$ cat src/rtl/multi_alarm_clock.sv
// multi_alarm_clock: BCD HH:MM 24-hour time-of-day counter with NUM_ALARMS
// independent alarm channels. Each channel has its own alarm time, ring
// duration, daily re-arm, snooze and dismiss. The front-panel register
// interface drives the set_* inputs. Alarm/alarm_active feed the buzzer and
// indicator drivers.
module multi_alarm_clock #(
  parameter int TICKS_PER_MIN = 60000,
  parameter int NUM_ALARMS    = 4,
  parameter int SEL_W         = 2,
  parameter int DUR_W         = 4,
  parameter int SNOOZE_MIN    = 5
) (
  input  logic                  clk,
  input  logic                  reset,
  input  logic [15:0]           set_Clock,
  input  logic [15:0]           set_Alarm,
  input  logic [SEL_W-1:0]      alarm_sel,
  input  logic [DUR_W-1:0]      dur_Alarm,
  input  logic                  off_Alarm,
  input  logic                  snooze,
  output logic [15:0]           Clock,
  output logic                  Alarm,
  output logic [NUM_ALARMS-1:0] alarm_active,
  output logic                  min_tick
);

  localparam int TW = (TICKS_PER_MIN > 1) ? $clog2(TICKS_PER_MIN) : 1;
  localparam logic [TW-1:0]    TICK_LAST   = TW'(TICKS_PER_MIN - 1);
  localparam logic [DUR_W-1:0] SNOOZE_LOAD = DUR_W'(SNOOZE_MIN);
  localparam logic [DUR_W-1:0] ONE_MIN     = DUR_W'(1);

  // Per-channel states
  localparam logic [1:0] ST_IDLE    = 2'd0;
  localparam logic [1:0] ST_ARMED   = 2'd1;
  localparam logic [1:0] ST_RINGING = 2'd2;
  localparam logic [1:0] ST_SNOOZED = 2'd3;

  // A 14-bit BCD HH:MM value is legal when hours are 00-23 and minutes 00-59.
  function automatic logic f_validTime(input logic [13:0] t);
    logic hoursOk;
    logic minsOk;
    if (t[13:12] < 2'd2) hoursOk = (t[11:8] <= 4'd9);
    else                 hoursOk = (t[13:12] == 2'd2) && (t[11:8] <= 4'd3);
    minsOk = (t[7:4] <= 4'd5) && (t[3:0] <= 4'd9);
    return hoursOk && minsOk;
  endfunction

  logic [15:0]                      r_clock;
  logic [TW-1:0]                    r_tick;
  logic                             r_minTick;
  logic [NUM_ALARMS-1:0][1:0]       r_state;
  logic [NUM_ALARMS-1:0][13:0]      r_time;
  logic [NUM_ALARMS-1:0][DUR_W-1:0] r_dur;
  logic [NUM_ALARMS-1:0][DUR_W-1:0] r_rem;
  logic [NUM_ALARMS-1:0][DUR_W-1:0] r_snz;

  logic                  w_loadClock;
  logic                  w_termCount;
  logic                  w_minTick;
  logic                  w_timeEvent;
  logic                  w_alarmTimeOk;
  logic [15:0]           w_clockInc;
  logic [15:0]           w_clockNext;
  logic [NUM_ALARMS-1:0] w_wrHit;

  // A zero load is treated as "no load", so 00:00 can only come from reset
  // or rollover. The top two bits must be clear for a legal HH:MM value.
  assign w_loadClock   = (set_Clock != 16'h0000) && (set_Clock[15:14] == 2'b00)
                         && f_validTime(set_Clock[13:0]);
  assign w_termCount   = (r_tick == TICK_LAST);
  // A load in the terminal-count cycle swallows that minute's rollover.
  assign w_minTick     = w_termCount && !w_loadClock;
  assign w_timeEvent   = w_loadClock || w_minTick;
  assign w_alarmTimeOk = f_validTime(set_Alarm[13:0]);

  // The clock value one minute ahead, with BCD carries and the 23:59 wrap.
  always_comb begin
    w_clockInc = r_clock;
    if (r_clock[3:0] != 4'd9) begin
      w_clockInc[3:0] = r_clock[3:0] + 4'd1;
    end else begin
      w_clockInc[3:0] = 4'd0;
      if (r_clock[7:4] != 4'd5) begin
        w_clockInc[7:4] = r_clock[7:4] + 4'd1;
      end else begin
        w_clockInc[7:4] = 4'd0;
        if (r_clock[13:8] == 6'h23) begin
          w_clockInc[15:8] = 8'h00;
        end else if (r_clock[11:8] == 4'd9) begin
          w_clockInc[11:8]  = 4'd0;
          w_clockInc[13:12] = r_clock[13:12] + 2'd1;
        end else begin
          w_clockInc[11:8] = r_clock[11:8] + 4'd1;
        end
      end
    end
  end

  // Alarm matching looks at this value so a channel starts ringing on the
  // same edge at which Clock shows its alarm time.
  assign w_clockNext = w_loadClock ? set_Clock
                     : (w_minTick ? w_clockInc : r_clock);

  // Time-of-day register, minute prescaler and the registered minute pulse.
  always_ff @(posedge clk or posedge reset) begin
    if (reset) begin
      r_clock   <= 16'h0000;
      r_tick    <= '0;
      r_minTick <= 1'b0;
    end else begin
      r_clock   <= w_clockNext;
      r_minTick <= w_minTick;
      if (w_loadClock || w_termCount) r_tick <= '0;
      else                            r_tick <= r_tick + TW'(1);
    end
  end

  // Decode which channel a set_Alarm write targets. Out-of-range selects
  // match no channel and are dropped.
  always_comb begin
    w_wrHit = '0;
    for (int i = 0; i < NUM_ALARMS; i++) begin
      w_wrHit[i] = set_Alarm[15] && (alarm_sel == SEL_W'(i));
    end
  end

  // Channel FSMs. A write to a channel overrides dismiss, snooze and match
  // for that channel in the same cycle. Dismiss beats snooze. Rings and
  // snoozes count whole minutes off the shared rollover strobe.
  always_ff @(posedge clk or posedge reset) begin
    if (reset) begin
      r_state <= '0;
      r_time  <= '0;
      r_dur   <= '0;
      r_rem   <= '0;
      r_snz   <= '0;
    end else begin
      for (int i = 0; i < NUM_ALARMS; i++) begin
        if (w_wrHit[i]) begin
          r_time[i]  <= set_Alarm[13:0];
          r_dur[i]   <= dur_Alarm;
          r_rem[i]   <= '0;
          r_snz[i]   <= '0;
          r_state[i] <= (set_Alarm[14] && w_alarmTimeOk) ? ST_ARMED : ST_IDLE;
        end else begin
          case (r_state[i])
            ST_ARMED: begin
              if (w_timeEvent && (w_clockNext[13:0] == r_time[i])) begin
                r_state[i] <= ST_RINGING;
                r_rem[i]   <= r_dur[i];
              end
            end
            ST_RINGING: begin
              if (off_Alarm) begin
                r_state[i] <= ST_ARMED;
              end else if (snooze) begin
                r_state[i] <= ST_SNOOZED;
                r_snz[i]   <= SNOOZE_LOAD;
              end else if (w_minTick && (r_dur[i] != '0)) begin
                if (r_rem[i] <= ONE_MIN) r_state[i] <= ST_ARMED;
                else                     r_rem[i]   <= r_rem[i] - ONE_MIN;
              end
            end
            ST_SNOOZED: begin
              if (off_Alarm) begin
                r_state[i] <= ST_ARMED;
              end else if (w_minTick) begin
                if (r_snz[i] <= ONE_MIN) begin
                  r_state[i] <= ST_RINGING;
                  r_rem[i]   <= r_dur[i];
                end else begin
                  r_snz[i] <= r_snz[i] - ONE_MIN;
                end
              end
            end
            default: begin
            end
          endcase
        end
      end
    end
  end

  // Ringing indicators are pure decodes of the registered channel states.
  always_comb begin
    alarm_active = '0;
    for (int i = 0; i < NUM_ALARMS; i++) begin
      alarm_active[i] = (r_state[i] == ST_RINGING);
    end
  end

  assign Alarm    = |alarm_active;
  assign Clock    = r_clock;
  assign min_tick = r_minTick;

endmodule

$ cat config.mk
export PLATFORM = sky130hd
export DESIGN_NAME = multi_alarm_clock
export DESIGN_NICKNAME = d
export VERILOG_FILES = /design/src/rtl/multi_alarm_clock.sv
export SDC_FILE = /design/constraint.sdc
export NUM_CORES = 1
export LEC_CHECK = 0
export CORE_MARGIN = 10
export CORE_UTILIZATION = 45
export DETAILED_ROUTE_END_ITERATION = 10
export PLACE_DENSITY = 0.66
export SLEW_MARGIN = 20
export SYNTH_ARGS = -nofsm -noshare
export SYNTH_HDL_FRONTEND = slang
export SYNTH_SLANG_ARGS = --single-unit
$ cat constraint.sdc
create_clock -name clk -period 4.7 [get_ports clk]
set_input_delay 0.94 -clock clk [delete_from_list [all_inputs] [get_ports clk]]
set_output_delay 0.94 -clock clk [all_outputs]
set_load 0.05 [all_outputs]
==> run_results.csv <==
group,metric,value,unit
cells_and_area,fillers,2023,
clock_tree,hold_buffers,0,
clock_tree,cts_root_buf,"clkbuf_16",
floorplan,rows,53,
cells_and_area,drive_gt1_share,11.3,%
clock_tree,clkTransAtPathRegs,0.07,ns
yosys,synth_nets,1239,
worst_hold_path,hp-class,"reg2reg",
route,drt_iter0_markers,860,
yosys,async_reset_ff_share,100,%
route,ant_nets,0,
critical_path,crit_start,"Clock[4]",
critical_path,r2r_end,"r_rem[14]",
clock_tree,cts_tree,"yes",
critical_path,crit_fanout,11,
grt,grt_pass1_vias,9049,
yosys,synth_flop_cell,"dfrtp_1",
route,detail_route.wl_per_cell,22.7,um
clock_tree,cts_resized,0,
critical_path,crit_top_cell,"a31oi_1",
critical_path,start_kind,"register",
critical_path,endpoint,"r_rem[14]",
pwr,vdd_drop_max,0.193,mV
sta,timing.final.crit_share,88.6,%
critical_path,critPathTopFamily,"simple AND/OR/NAND/NOR gates",
placed_design,io_buffers,63,
yosys,netlist_area,9770,um^2
sta,finalSetupViolCount,0,
placed_design,gp_congestion,1.04,
sta,skew,0.0145,ns
route,drc,0,
grt,overflow,0,
run_status,outcome,"complete, no violations",
yosys,synth-edff-count,0,
sta,fin_tns_setup,0,ns
critical_path,critical_path.slowest_cell,"or4_1",
cells_and_area,synthToLayoutAreaGrowth,18.5,%
placed_design,placed_cell_area,11000,um^2
pwr,total_power,4.37,mW
sta,finalCriticalPeriod,4.16,ns
grt,grtUsageTotal,24.5,%
pwr,leakagePower,5.04,nW
pwr,powerDensity,378,nW/um^2
critical_path,path_buf_inv,1,
yosys,synthDominantCellAreaShare,37.1,%
yosys,yosysTopAreaCell,"dfrtp_1",
sta,tightest_slew,0.984,ns
yosys,synthDistinctLibCells,93,
sta,grt_setup_unrepaired,"no",
grt,antenna_found_initial,1,
route,drt-pass1-iter-count,5,
critical_path,path_class,"reg2reg",
clock_tree,clockBufferDepth,2,
floorplan,coreArea,21200,um^2
yosys,synth_cells,1175,
run,maxCapViolCount,0,
yosys,synth_seq_cells,145,
placed_design,dp.final_hpwl,26900,um
clock_tree,cts_buffers,17,
clock_tree,clock-sinks,145,
critical_path,timing.rr.start,"Clock[4]",
yosys,yosys-top-cells-area,"dfrtp_1 (37%), nand2_1 (8.3%), nor2_1 (3.4%), o21ai_0 (3.1%), xor2_1 (2.9%)",
critical_path,reg2reg_depth,12,
route,vias_per_cell,6.05,
yosys,ys_seq_area_share,37.1,%
critical_path,end_kind,"register",
floorplan,initial_utilization,46.0,%
cells_and_area,fin_util,54.6,%
critical_path,path_cells,"ha_1 -> and3b_1 -> nand2_2 -> or4_1 -> a31oi_1 -> xnor2_1 -> nand4_1 -> nor4_1 -> buf_4 -> nor2_1 -> or2_0 -> a31oi_1",
clock_tree,post_cts_buffers,0,
yosys,syn_avg_cell_area,8.32,um^2
cells_and_area,multiInputGateArea,5710,um^2
cells_and_area,register_area,3630,um^2
grt,grt_pass1_wl,54200,um
floorplan,io_pins,64,
grt,grt_max_degree,66,
clock_tree,clk_latency,0.43,ns
placed_design,post-place-ws,0.188,ns
yosys,ys.warnings.count,0,
floorplan,die_h,167,um
sta,max_freq,240,MHz
sta,drv_slew,0,
critical_path,arrival,4.51,ns
clock_tree,cts-htree-levels,4,
sta,timing.slew.headroom,34.3,%
cells_and_area,nets,1325,
critical_path,reg2reg_setup_slack,0.54,ns
floorplan,dieArea,28000,um^2
critical_path,max_stage_delay,0.66,ns
cells_and_area,final_cell_area,11600,um^2
critical_path,cp.depth,12,
sta,hold_violations,0,
floorplan,dieWidth,167,um
critical_path,required,5.05,ns
sta,worst_slack,0.538,ns
route,dr_total_vias,9379,
route,wl,35100,um
[registers in the layout, indices dropped and copies added, names as in the netlist]
| name | count |
|---|---|
| r_rem | 16 |
| r_tick | 16 |
| r_state | 8 |
| Clock | 16 |
| r_time | 56 |
| r_snz | 16 |
| min_tick | 1 |
| r_dur | 16 |
[power by group]
group | internal, mW | switching [mW]
clock | 0.709 | 0.622
combinational | 0.537 | 0.794
sequential | 1.43 | 0.283
[routing by layer]
layer	wire length, um	part of all wire (%)	global-route usage (%)
met5	0	0	0
met3	2210	6.3	4.61
met1	15300	44	32.1
met2	16200	46	38.7
met4	1390	3.9	10.3
[cells in the mapped netlist (all sizes together), types with 12 or more instances]
master  number
nor3        27
buf         21
nand2b      23
xor2        32
nand2      218
a211oi      13
nor2        90
a21oi       55
dfrtp      145
o21ai       66
clkbuf      35
nand3       32
nand4       18
ha          22
and3        16
or3         14
mux2        20
a31oi       21
nor4        27
mux2i       12
xnor2       28
o31ai       13
inv         53
[worst register-to-register path, stage by stage (launching register included)]
cell     delay [ns]
dfrtp_1        0.59
ha_1           0.29
and3b_1        0.42
nand2_2        0.21
or4_1          0.66
a31oi_1        0.55
xnor2_1        0.23
nand4_1        0.13
nor4_1         0.32
buf_4          0.18
nor2_1         0.08
or2_0          0.25
a31oi_1        0.16
[worst min-delay path by stage]
stage / from / slack [ns] / cells past startpoint / to
finish: Clock[14] / 0.48 / 1 / Clock[14]
global route: r_tick[0] / 0.51 / 1 / r_tick[0]
CTS: Clock[15] / 0.49 / 1 / Clock[15]
detailed placement: Clock[14] / 0.47 / 1 / Clock[14]
global placement: r_tick[0] / 0.47 / 1 / r_tick[0]
floorplan: r_tick[0] / 0.45 / 1 / r_tick[0]
[cell usage in the layout (no fill, tap or decap), types with 18 or more instances in the layout]
master | synthesis | routed
buf_4 | 3 | 57
nand2_1 | 217 | 217
ha_1 | 22 | 22
nor3_1 | 24 | 24
xor2_1 | 32 | 32
clkdlybuf4s50_1 | 0 | 63
a21oi_1 | 55 | 55
inv_1 | 53 | 52
xnor2_1 | 28 | 28
o21ai_0 | 60 | 60
nand2b_1 | 23 | 23
dfrtp_1 | 145 | 145
mux2_2 | 20 | 20
nand3_1 | 30 | 30
nand4_1 | 18 | 18
nor4_1 | 26 | 26
a31oi_1 | 21 | 21
nor2_1 | 89 | 87
[cells by family (layout without fill, tap and decap cells)]
group,Yosys count,in the layout,synth area share [%]
and+or+nand+nor,540,540,28.0
other,0,1,0
DFF,145,145,37.1
buffers and inverters,109,208,4.56
muxes,32,32,3.53
xor gates and xnor gates,60,60,5.38
adders and majority gates,22,22,2.82
AOI/OAI and AO/OA,267,267,18.6
[final cells by class]
type	count	share of cell area, %
multi-input cells	921	49.4
flip-flops and latches	145	31.3
repair buffers	123	9.66
clock buffers	19	3.83
well taps	275	2.97
inverters	53	1.75
clock inverters	13	1.06
diodes	1	0.0216
[per-stage QoR]
stage                     hold slack [ns]  cells
after floorplan                     0.448   1175
after global placement              0.469   1517
after detailed placement            0.470   1517
after CTS                           0.491   1549
after global routing                0.514   1549
final                               0.483   1550
Note: power is estimated with default switching activity, not from simulation.
